--- src/rtl/alu_pkg.sv ---
// rtl/alu_pkg.sv - shared ALU opcodes, operand-select encodings and datapath width
package alu_pkg;

   localparam int XLEN = 32;

   typedef enum logic [3:0] {
      ALU_ADD  = 4'b0000,
      ALU_SUB  = 4'b0001,
      ALU_AND  = 4'b0010,
      ALU_OR   = 4'b0011,
      ALU_XOR  = 4'b0100,
      ALU_SLT  = 4'b0101,
      ALU_SLTU = 4'b0110,
      ALU_SLL  = 4'b0111,
      ALU_SRL  = 4'b1000,
      ALU_SRA  = 4'b1001
   } alu_op_e;

   localparam logic SRC_A_RS1 = 1'b0;
   localparam logic SRC_A_PC  = 1'b1;
   localparam logic SRC_B_RS2 = 1'b0;
   localparam logic SRC_B_IMM = 1'b1;

endpackage

--- src/rtl/operand_fwd.sv ---
// rtl/operand_fwd.sv - priority forward mux: EX/MEM result, then writeback, then stored value
module operand_fwd #(
   parameter int XLEN   = 32,
   parameter int REG_AW = 5
) (
   input  logic [REG_AW-1:0] addr_i,
   input  logic [XLEN-1:0]   stored_i,
   input  logic              exm_we_i,
   input  logic [REG_AW-1:0] exm_rd_i,
   input  logic [XLEN-1:0]   exm_data_i,
   input  logic              wb_we_i,
   input  logic [REG_AW-1:0] wb_rd_i,
   input  logic [XLEN-1:0]   wb_data_i,
   output logic [XLEN-1:0]   value_o
);

   logic exm_hit;
   logic wb_hit;

   // x0 is never a forward target, so it always reads the stored zero
   assign exm_hit = exm_we_i && (exm_rd_i == addr_i) && (addr_i != '0);
   assign wb_hit  = wb_we_i  && (wb_rd_i  == addr_i) && (addr_i != '0);

   always_comb begin
      value_o = stored_i;
      if (exm_hit) begin
         value_o = exm_data_i;
      end else if (wb_hit) begin
         value_o = wb_data_i;
      end
   end

endmodule

--- src/rtl/alu_issue_stage.sv ---
// rtl/alu_issue_stage.sv - single-entry ALU issue register with operand snoop and forwarding
// EX/MEM forwarding is compiled in only when ALU_ISSUE_FWD_EN is defined.
module alu_issue_stage #(
   parameter int XLEN   = alu_pkg::XLEN,
   parameter int REG_AW = 5
) (
   input  logic              clk,
   input  logic              rst_n,
   input  logic              in_valid,
   output logic              in_ready,
   input  logic [XLEN-1:0]   in_pc,
   input  logic [XLEN-1:0]   in_imm,
   input  logic [XLEN-1:0]   in_rs1_data,
   input  logic [XLEN-1:0]   in_rs2_data,
   input  logic [REG_AW-1:0] in_rs1,
   input  logic [REG_AW-1:0] in_rs2,
   input  logic [REG_AW-1:0] in_rd,
   input  logic              in_src_a_sel,
   input  logic              in_src_b_sel,
   input  logic [3:0]        in_alu_control,
   input  logic              in_reg_write,
   input  logic              flush,
   input  logic              exm_reg_write,
   input  logic [REG_AW-1:0] exm_rd,
   input  logic [XLEN-1:0]   exm_result,
   input  logic              wb_we,
   input  logic [REG_AW-1:0] wb_rd,
   input  logic [XLEN-1:0]   wb_data,
   output logic              out_valid,
   input  logic              out_ready,
   output logic [XLEN-1:0]   alu_a,
   output logic [XLEN-1:0]   alu_b,
   output logic [3:0]        alu_control,
   output logic [REG_AW-1:0] out_rd,
   output logic              out_reg_write,
   output logic [XLEN-1:0]   out_pc,
   output logic [XLEN-1:0]   out_store_data
);

   import alu_pkg::*;

   logic              valid_q,       valid_d;
   logic [XLEN-1:0]   pc_q,          pc_d;
   logic [XLEN-1:0]   imm_q,         imm_d;
   logic [XLEN-1:0]   rs1_val_q,     rs1_val_d;
   logic [XLEN-1:0]   rs2_val_q,     rs2_val_d;
   logic [REG_AW-1:0] rs1_q,         rs1_d;
   logic [REG_AW-1:0] rs2_q,         rs2_d;
   logic [REG_AW-1:0] rd_q,          rd_d;
   logic              src_a_sel_q,   src_a_sel_d;
   logic              src_b_sel_q,   src_b_sel_d;
   logic [3:0]        alu_control_q, alu_control_d;
   logic              reg_write_q,   reg_write_d;

   logic accept;
   logic drain;
   logic cap1_hit, cap2_hit;
   logic snoop1_hit, snoop2_hit;
   logic exm_we_eff;
   logic [XLEN-1:0] fwd1, fwd2;

   assign in_ready = !valid_q || out_ready;
   assign accept   = in_valid && in_ready;
   assign drain    = valid_q && out_ready;

   assign cap1_hit   = wb_we && (wb_rd == in_rs1) && (in_rs1 != '0);
   assign cap2_hit   = wb_we && (wb_rd == in_rs2) && (in_rs2 != '0);
   assign snoop1_hit = wb_we && (wb_rd == rs1_q)  && (rs1_q  != '0);
   assign snoop2_hit = wb_we && (wb_rd == rs2_q)  && (rs2_q  != '0);

   always_comb begin
      valid_d       = valid_q;
      pc_d          = pc_q;
      imm_d         = imm_q;
      rs1_val_d     = rs1_val_q;
      rs2_val_d     = rs2_val_q;
      rs1_d         = rs1_q;
      rs2_d         = rs2_q;
      rd_d          = rd_q;
      src_a_sel_d   = src_a_sel_q;
      src_b_sel_d   = src_b_sel_q;
      alu_control_d = alu_control_q;
      reg_write_d   = reg_write_q;

      if (accept) begin
         pc_d          = in_pc;
         imm_d         = in_imm;
         rs1_val_d     = cap1_hit ? wb_data : in_rs1_data;
         rs2_val_d     = cap2_hit ? wb_data : in_rs2_data;
         rs1_d         = in_rs1;
         rs2_d         = in_rs2;
         rd_d          = in_rd;
         src_a_sel_d   = in_src_a_sel;
         src_b_sel_d   = in_src_b_sel;
         alu_control_d = in_alu_control;
         reg_write_d   = in_reg_write;
      end else if (valid_q && !out_ready) begin
         // held entry keeps its operands fresh against regfile writes
         if (snoop1_hit) rs1_val_d = wb_data;
         if (snoop2_hit) rs2_val_d = wb_data;
      end

      if (flush) begin
         valid_d = 1'b0;
      end else if (accept) begin
         valid_d = 1'b1;
      end else if (drain) begin
         valid_d = 1'b0;
      end
   end

   always_ff @(posedge clk or negedge rst_n) begin
      if (!rst_n) begin
         valid_q       <= 1'b0;
         pc_q          <= '0;
         imm_q         <= '0;
         rs1_val_q     <= '0;
         rs2_val_q     <= '0;
         rs1_q         <= '0;
         rs2_q         <= '0;
         rd_q          <= '0;
         src_a_sel_q   <= 1'b0;
         src_b_sel_q   <= 1'b0;
         alu_control_q <= '0;
         reg_write_q   <= 1'b0;
      end else begin
         valid_q       <= valid_d;
         pc_q          <= pc_d;
         imm_q         <= imm_d;
         rs1_val_q     <= rs1_val_d;
         rs2_val_q     <= rs2_val_d;
         rs1_q         <= rs1_d;
         rs2_q         <= rs2_d;
         rd_q          <= rd_d;
         src_a_sel_q   <= src_a_sel_d;
         src_b_sel_q   <= src_b_sel_d;
         alu_control_q <= alu_control_d;
         reg_write_q   <= reg_write_d;
      end
   end

`ifdef ALU_ISSUE_FWD_EN
   assign exm_we_eff = exm_reg_write;
`else
   // without the EX/MEM path the hazard unit adds a stall instead
   logic unused_exm_we;
   assign unused_exm_we = exm_reg_write;
   assign exm_we_eff    = 1'b0;
`endif

   operand_fwd #(.XLEN(XLEN), .REG_AW(REG_AW)) u_fwd1 (
      .addr_i     (rs1_q),
      .stored_i   (rs1_val_q),
      .exm_we_i   (exm_we_eff),
      .exm_rd_i   (exm_rd),
      .exm_data_i (exm_result),
      .wb_we_i    (wb_we),
      .wb_rd_i    (wb_rd),
      .wb_data_i  (wb_data),
      .value_o    (fwd1)
   );

   operand_fwd #(.XLEN(XLEN), .REG_AW(REG_AW)) u_fwd2 (
      .addr_i     (rs2_q),
      .stored_i   (rs2_val_q),
      .exm_we_i   (exm_we_eff),
      .exm_rd_i   (exm_rd),
      .exm_data_i (exm_result),
      .wb_we_i    (wb_we),
      .wb_rd_i    (wb_rd),
      .wb_data_i  (wb_data),
      .value_o    (fwd2)
   );

   assign out_valid      = valid_q;
   assign alu_a          = (src_a_sel_q == SRC_A_PC)  ? pc_q  : fwd1;
   assign alu_b          = (src_b_sel_q == SRC_B_IMM) ? imm_q : fwd2;
   assign out_store_data = fwd2;
   assign alu_control    = alu_control_q;
   assign out_rd         = rd_q;
   assign out_reg_write  = reg_write_q;
   assign out_pc         = pc_q;

endmodule

--- config.mk ---
export PLATFORM = sky130hd
export DESIGN_NAME = alu_issue_stage
export DESIGN_NICKNAME = d
export VERILOG_FILES = /design/src/rtl/alu_pkg.sv /design/src/rtl/operand_fwd.sv /design/src/rtl/alu_issue_stage.sv
export SDC_FILE = /design/constraint.sdc
export NUM_CORES = 1
export LEC_CHECK = 0
export CAP_MARGIN = 25
export CELL_PAD_IN_SITES_DETAIL_PLACEMENT = 1
export CELL_PAD_IN_SITES_GLOBAL_PLACEMENT = 1
export CORE_MARGIN = 10
export CORE_UTILIZATION = 30
export CTS_CLUSTER_DIAMETER = 40
export CTS_CLUSTER_SIZE = 12
export DETAILED_ROUTE_END_ITERATION = 12
export PLACE_DENSITY = 0.91
export REMOVE_ABC_BUFFERS = 1
export SLEW_MARGIN = 20
export SYNTH_ARGS = -nofsm -noshare
export SYNTH_HDL_FRONTEND = slang
export SYNTH_SLANG_ARGS = --single-unit
--- constraint.sdc ---
create_clock -name clk -period 2.8 [get_ports clk]
set_input_delay 0.28 -clock clk [delete_from_list [all_inputs] [get_ports clk]]
set_output_delay 0.28 -clock clk [all_outputs]
set_load 0.01 [all_outputs]
==> flow_summary.yaml <==
run_status:
  status: "finished with violations"
  violations: "negative setup slack"
clock_network:
  cts_inserted_buffers: 17
  cts.sinks: 151
  clkTransAtPathRegs_ns: 0.08
  root_buffer: "clkbuf_16"
  cts_tree: "yes"
  htree_levels: 4
  clock_latency_ns: 0.43
  clock_path_buffers: 2
die:
  ioPinCount: 371
  core_mm2: 0.0261
  start_util_pct: 30.5
  dieHeight_um: 183
  die_area_mm2: 0.0335
  die_w_um: 183
  row_count: 59
timing:
  relSlewSlack_pct: 51.8
  finalCritPeriodShare_pct: 106
  finalHoldViolCount: 0
  setup_viol_count_final: 27
  period_minus_slack_ns: 2.97
  holdWs_ns: 0.377
  setup_slack_ns: -0.174
  finClkSkew_ns: 0.0141
  drv_slew: 0
  tightest_slew_ns: 0.723
  tns_ns: -1.47
  clock.fmax_ghz: 0.336
  rsz0062_at_grt: "true"
grt:
  grtUsageTotal_pct: 22.0
  grt_antenna_before_repair: 4
  grt_start_max_net_pins: 67
  grt_pass1_vias: 9226
  overflow: 0
  grt_first_pass_wirelength_um: 57000
logic_synthesis:
  syn_inst: 891
  synth_seq_cells: 151
  syn_area_mm2: 0.00798
  ys_async_sr_fraction_pct: 100
  synth-main-ff-cell: "dfrtp_1"
  syn_area_per_cell_um2: 8.95
  synth_edf_count: 0
  yosys_warnings: 0
  yosysUniqueCellTypes: 31
  ys_seq_area_share_pct: 47.4
critical_path:
  crit_path_start_kind: "flip-flop"
  worstSetupPathType: "flip-flop to output pin"
  worstPathArrival_ns: 2.69
  critPathSlowestCell: "or4_4"
  worst_ep_required_time_ns: 2.52
  worst-path-max-fanout: 7
  path_cells: "or4_4 -> a21oi_4 -> or3_4 -> buf_12 -> buf_8 -> mux2_4 -> mux2_4 -> buf_6"
  cp_common_cell: "mux2_4"
  setup.worst_path.end_class: "output pin"
  slowest_delay_ns: 0.57
placed_design:
  dp.final_hpwl_um: 27900
  place.gp.congestion: 0.846
  portBuffers: 332
cells_and_area:
  drive_above_1_share_pct: 26.1
  nets: 1482
  layout_common_cells: "nand2_1, clkdlybuf4s50_1, dfrtp_1, mux2_4, a21oi_1"
  synthToLayoutAreaGrowth_pct: 64.2
  layout_commonest_cell: "nand2_1"
routing:
  ant_nets: 0
  drt_iter0_drc: 531
  firstDrtPassIters: 5
  wl_per_cell_um: 24.4
  drc: 0
  vias_per_cell: 5.18
  drt-total-wl_um: 39200
  vias: 8308
power_and_ir_drop:
  max-vdd-ir-drop_mv: 0.286
  p_leak_nw: 6.08
  p_per_area_mw_per_mm2: 566
hold_path:
  hp-class: "primary input to flip-flop"
job:
  cap_violations: 0
synth_stat cells (2+ instances only):
| library cell | count | area, um^2 |
|---|---|---|
| nor2_1 | 35 | 131 |
| xnor2_1 | 11 | 96.3 |
| buf_12 | 3 | 60.1 |
| o221a_2 | 32 | 360 |
| nor3_1 | 4 | 20.0 |
| nand4_1 | 3 | 18.8 |
| o21a_1 | 2 | 15.0 |
| buf_1 | 8 | 30.0 |
| mux2_2 | 50 | 563 |
| buf_6 | 2 | 22.5 |
| mux2_4 | 30 | 450 |
| xor2_1 | 8 | 70.1 |
| clkbuf_1 | 45 | 169 |
| nand3_1 | 2 | 10.0 |
| a21oi_1 | 81 | 405 |
| dfrtp_1 | 151 | 3780 |
| nor2b_1 | 25 | 156 |
| inv_1 | 34 | 128 |
| buf_2 | 7 | 35.0 |
| o22ai_1 | 32 | 200 |
| nand2_1 | 316 | 1190 |
stage by stage:
stage	area, um^2	util (%)	power (mW)	setup slack [ns]	instances
after floorplan	7660	-	3.55	-1.85	826
after global placement	11900	45.6	4.83	-0.417	1541
after detailed placement	11900	45.6	4.94	-0.501	1541
after CTS	12500	47.8	7.23	-0.153	1583
after global routing	13100	50.1	7.75	-0.234	1602
final	13100	50.1	7.41	-0.174	1603
cell families (layout without fill, tap and decap cells):
kind of cell / after synthesis / after routing / share of synthesized area [%]
simple gates: 391 / 391 / 19.6
mux: 80 / 80 / 12.7
flops: 151 / 151 / 47.4
other cells: 0 / 4 / 0
xor+xnor: 19 / 19 / 2.09
compound gates: 151 / 151 / 12.7
buf+inv: 99 / 472 / 5.57
metal layers:
layer	up-vias	global-route usage, %	wire length (um)	part of all wire [%]
li1	3681	-	-	-
met1	4235	25.3	15600	40
met2	332	37.9	19600	50
met3	58	6.68	2810	7.2
met4	2	8.03	1180	3.0
met5	-	0	10	0.026
sequential cells by signal, summed over array words and instances (netlist names):
| signal | count |
|---|---|
| alu_control | 4 |
| imm_q | 32 |
| out_pc | 32 |
| out_rd | 5 |
| out_reg_write | 1 |
| out_valid | 1 |
| rs1_q | 5 |
| rs1_val_q | 32 |
| rs2_q | 5 |
| rs2_val_q | 32 |
| src_a_sel_q | 1 |
| src_b_sel_q | 1 |
report_power, final:
part | total [mW] | switching (mW) | internal (mW)
logic | 2.36 | 1.09 | 1.27
registers | 2.64 | 0.199 | 2.44
clock network | 2.41 | 1.06 | 1.35
total | 7.41 | 2.35 | 5.07
worst max-delay path: cells and delay by family, from the launching register on:
kind	cells	cell delay [ns]
multiplexers	2	0.58
AO/OA/AOI/OAI	1	0.16
AND/OR/NAND/NOR	2	0.73
flip-flops	1	0.42
buffers and inverters	3	0.37
final cells by class:
type / count / area, um^2
fill: 2943 / 13000
multi-input combinational: 641 / 4090
timing repair buffer: 406 / 4080
sequential: 151 / 3780
clock buffer: 20 / 447
tap: 335 / 419
clock inverter: 12 / 144
inverter: 34 / 128
antenna: 4 / 10.0
path summary, 6_finish.rpt:
path,cells past startpoint,slack (ns),from,to
worst max-delay path,8,-0.17,rs1_q[1],alu_a[20]
min in group asynchronous,2,0.45,rst_n,out_pc[4]
worst min register to register,2,0.47,imm_q[25],imm_q[25]
max in group asynchronous,3,1.56,rst_n,rs1_val_q[5]
worst max register to register,9,0.51,rs1_q[1],rs1_val_q[28]
worst min-delay path,3,0.38,in_imm[20],imm_q[20]
what timing repair did:
| action | CTS | global route |
|---|---|---|
| endpoints found under the hold margin | 64 | 0 |
| buffers inserted | 8 | 14 |
| resized for setup | 292 | 140 |
| cloned | 1 | 3 |
| pin swaps | 9 | 13 |
| endpoints found under the setup margin | 96 | 54 |
| hold buffers | 1 | 0 |
Power figures use the tool's default switching activity.
==> edit, RTL diff (same settings) <==
`REG_AW` is set to 5 in 2 places; all go to 4.
--- a/src/rtl/operand_fwd.sv
+++ b/src/rtl/operand_fwd.sv
@@ -1,7 +1,7 @@
 // rtl/operand_fwd.sv - priority forward mux: EX/MEM result, then writeback, then stored value
 module operand_fwd #(
    parameter int XLEN   = 32,
-   parameter int REG_AW = 5
+   parameter int REG_AW = 4
 ) (
    input  logic [REG_AW-1:0] addr_i,
    input  logic [XLEN-1:0]   stored_i,
--- a/src/rtl/alu_issue_stage.sv
+++ b/src/rtl/alu_issue_stage.sv
@@ -2,7 +2,7 @@
 // EX/MEM forwarding is compiled in only when ALU_ISSUE_FWD_EN is defined.
 module alu_issue_stage #(
    parameter int XLEN   = alu_pkg::XLEN,
-   parameter int REG_AW = 5
+   parameter int REG_AW = 4
 ) (
    input  logic              clk,
    input  logic              rst_n,
Ports: changed (6 resized); port bits go from 371 to 365. The function was not compared with the original's and may differ.
==> edit against the unedited design <==
- the run still ends with setup timing left
- setup slack better by 160 ps
- total power down 1.4%
- hold slack better by 3.0 ps
- synthesized cell count down 7.9%
- routed wire length down 4.1%
- final area down 1.7%
- sequential cell count down 3
- synthesized area down 1.8%
- largest cell class unchanged
- highest routed layer is now met4
==> edit: results <==
grt:
  grt_pass1_wl_mm: 55.9
  first_global_vias: 9002
  gr-usage-all-layers_pct: 21.8
  antenna_found_initial: 1
  grt_max_degree: 56
logic_synthesis:
  synth_compound_area_share_pct: 16.7
  ys_seq_area_share_pct: 47.3
  synthXorXnorAreaFrac_pct: 1.79
  synth.distinct_cells: 35
  synthMuxAreaShare_pct: 10.6
  synth_common_cells: "nand2_1, dfrtp_1, a21oi_1"
layout:
  final_nets: 1400
  fillers: 2887
route:
  wirelength_mm: 37.6
  firstDrtPassIters: 4
  drtIter0Drc: 487
timing:
  setup_viol: 3
  setup_ws_ps: -9.55
  tns_ps: -16.0
  tightest_slew_ps: 717
floorplanning:
  initial_core_util_pct: 30.2
placement:
  dp_slack_ps: -301
  portBuffers: 327
run_status:
  outcome: "finished with violations"
  violations: "setup timing"
-- edit: per-stage QoR --
| stage | total power [mW] | hold slack, ps | cell area (um2) | utilization [%] | std cells |
|---|---|---|---|---|---|
| floorplan | 3.54 | -15.6 | 7530 | - | 759 |
| global placement | 4.86 | 302 | 11700 | 45.3 | 1465 |
| detailed placement | 4.97 | 300 | 11700 | 45.3 | 1465 |
| CTS | 7.21 | 363 | 12500 | 48.2 | 1517 |
| global route | 7.66 | 367 | 12900 | 49.7 | 1523 |
| finish | 7.31 | 380 | 12900 | 49.7 | 1523 |
-- edit: worst paths after layout --
check	end	startpoint	cells past startpoint	slack [ps]
worst max-delay path	alu_b[30]	rs2_q[2]	10	-10
worst min-delay path	imm_q[24]	in_imm[24]	3	380
worst max register to register	rs2_val_q[2]	rs2_q[2]	15	10
worst min register to register	imm_q[24]	imm_q[24]	2	480
max in group asynchronous	out_pc[13]	rst_n	3	1610
min in group asynchronous	rs2_val_q[7]	rst_n	2	420
-- edit: cell type report --
cell class	instances	share of cell area (%)
well taps	335	3.26
clock buffers	20	3.55
flip-flops and latches	148	28.8
clock inverters	12	0.923
multi-input cells	610	31.7
diodes	1	0.0194
inverters	1	0.0292
repair buffers	396	31.7
-- edit: repair_timing --
action | 4_1_cts | 5_1_grt
resized for setup | 211 | 72
setup endpoints to repair | 76 | 110
hold endpoints to repair | 52 | 0
hold buffers | 1 | 0
cloned | 5 | 3
pin swaps | 5 | 8
buffers inserted | 14 | 6
-- edit: metal layers --
layer	vias to the layer above	wire, um	track usage, %
met5	-	0	0
met4	0	828	6.93
met3	49	2700	6.08
met2	295	19100	38.9
met1	3983	14900	24.5
li1	3495	-	-
-- edit: cells by family (layout without fill, tap and decap cells) --
family / count (synthesis) / after routing
compound gates: 168 / 168
mux: 64 / 64
xor+xnor: 16 / 16
buf+inv: 63 / 429
other cells: 0 / 1
flops: 148 / 148
simple gates: 362 / 362
-- edit: where the power goes --
group / switching [mW] / leakage [nW] / internal [mW]
registers: 0.219 / 1.77 / 2.40
logic: 1.07 / 3.99 / 1.31
clock network: 1.03 / 0.262 / 1.29
-- edit: worst max-delay path, stage by stage (launching register included) --
cell     delay (ps)
dfrtp_1         410
xnor2_1         190
nand4_1         150
buf_4           170
nor2_4          120
buf_6           150
buf_12          110
buf_16          110
mux2_4          300
mux2_4          280
buf_6           120
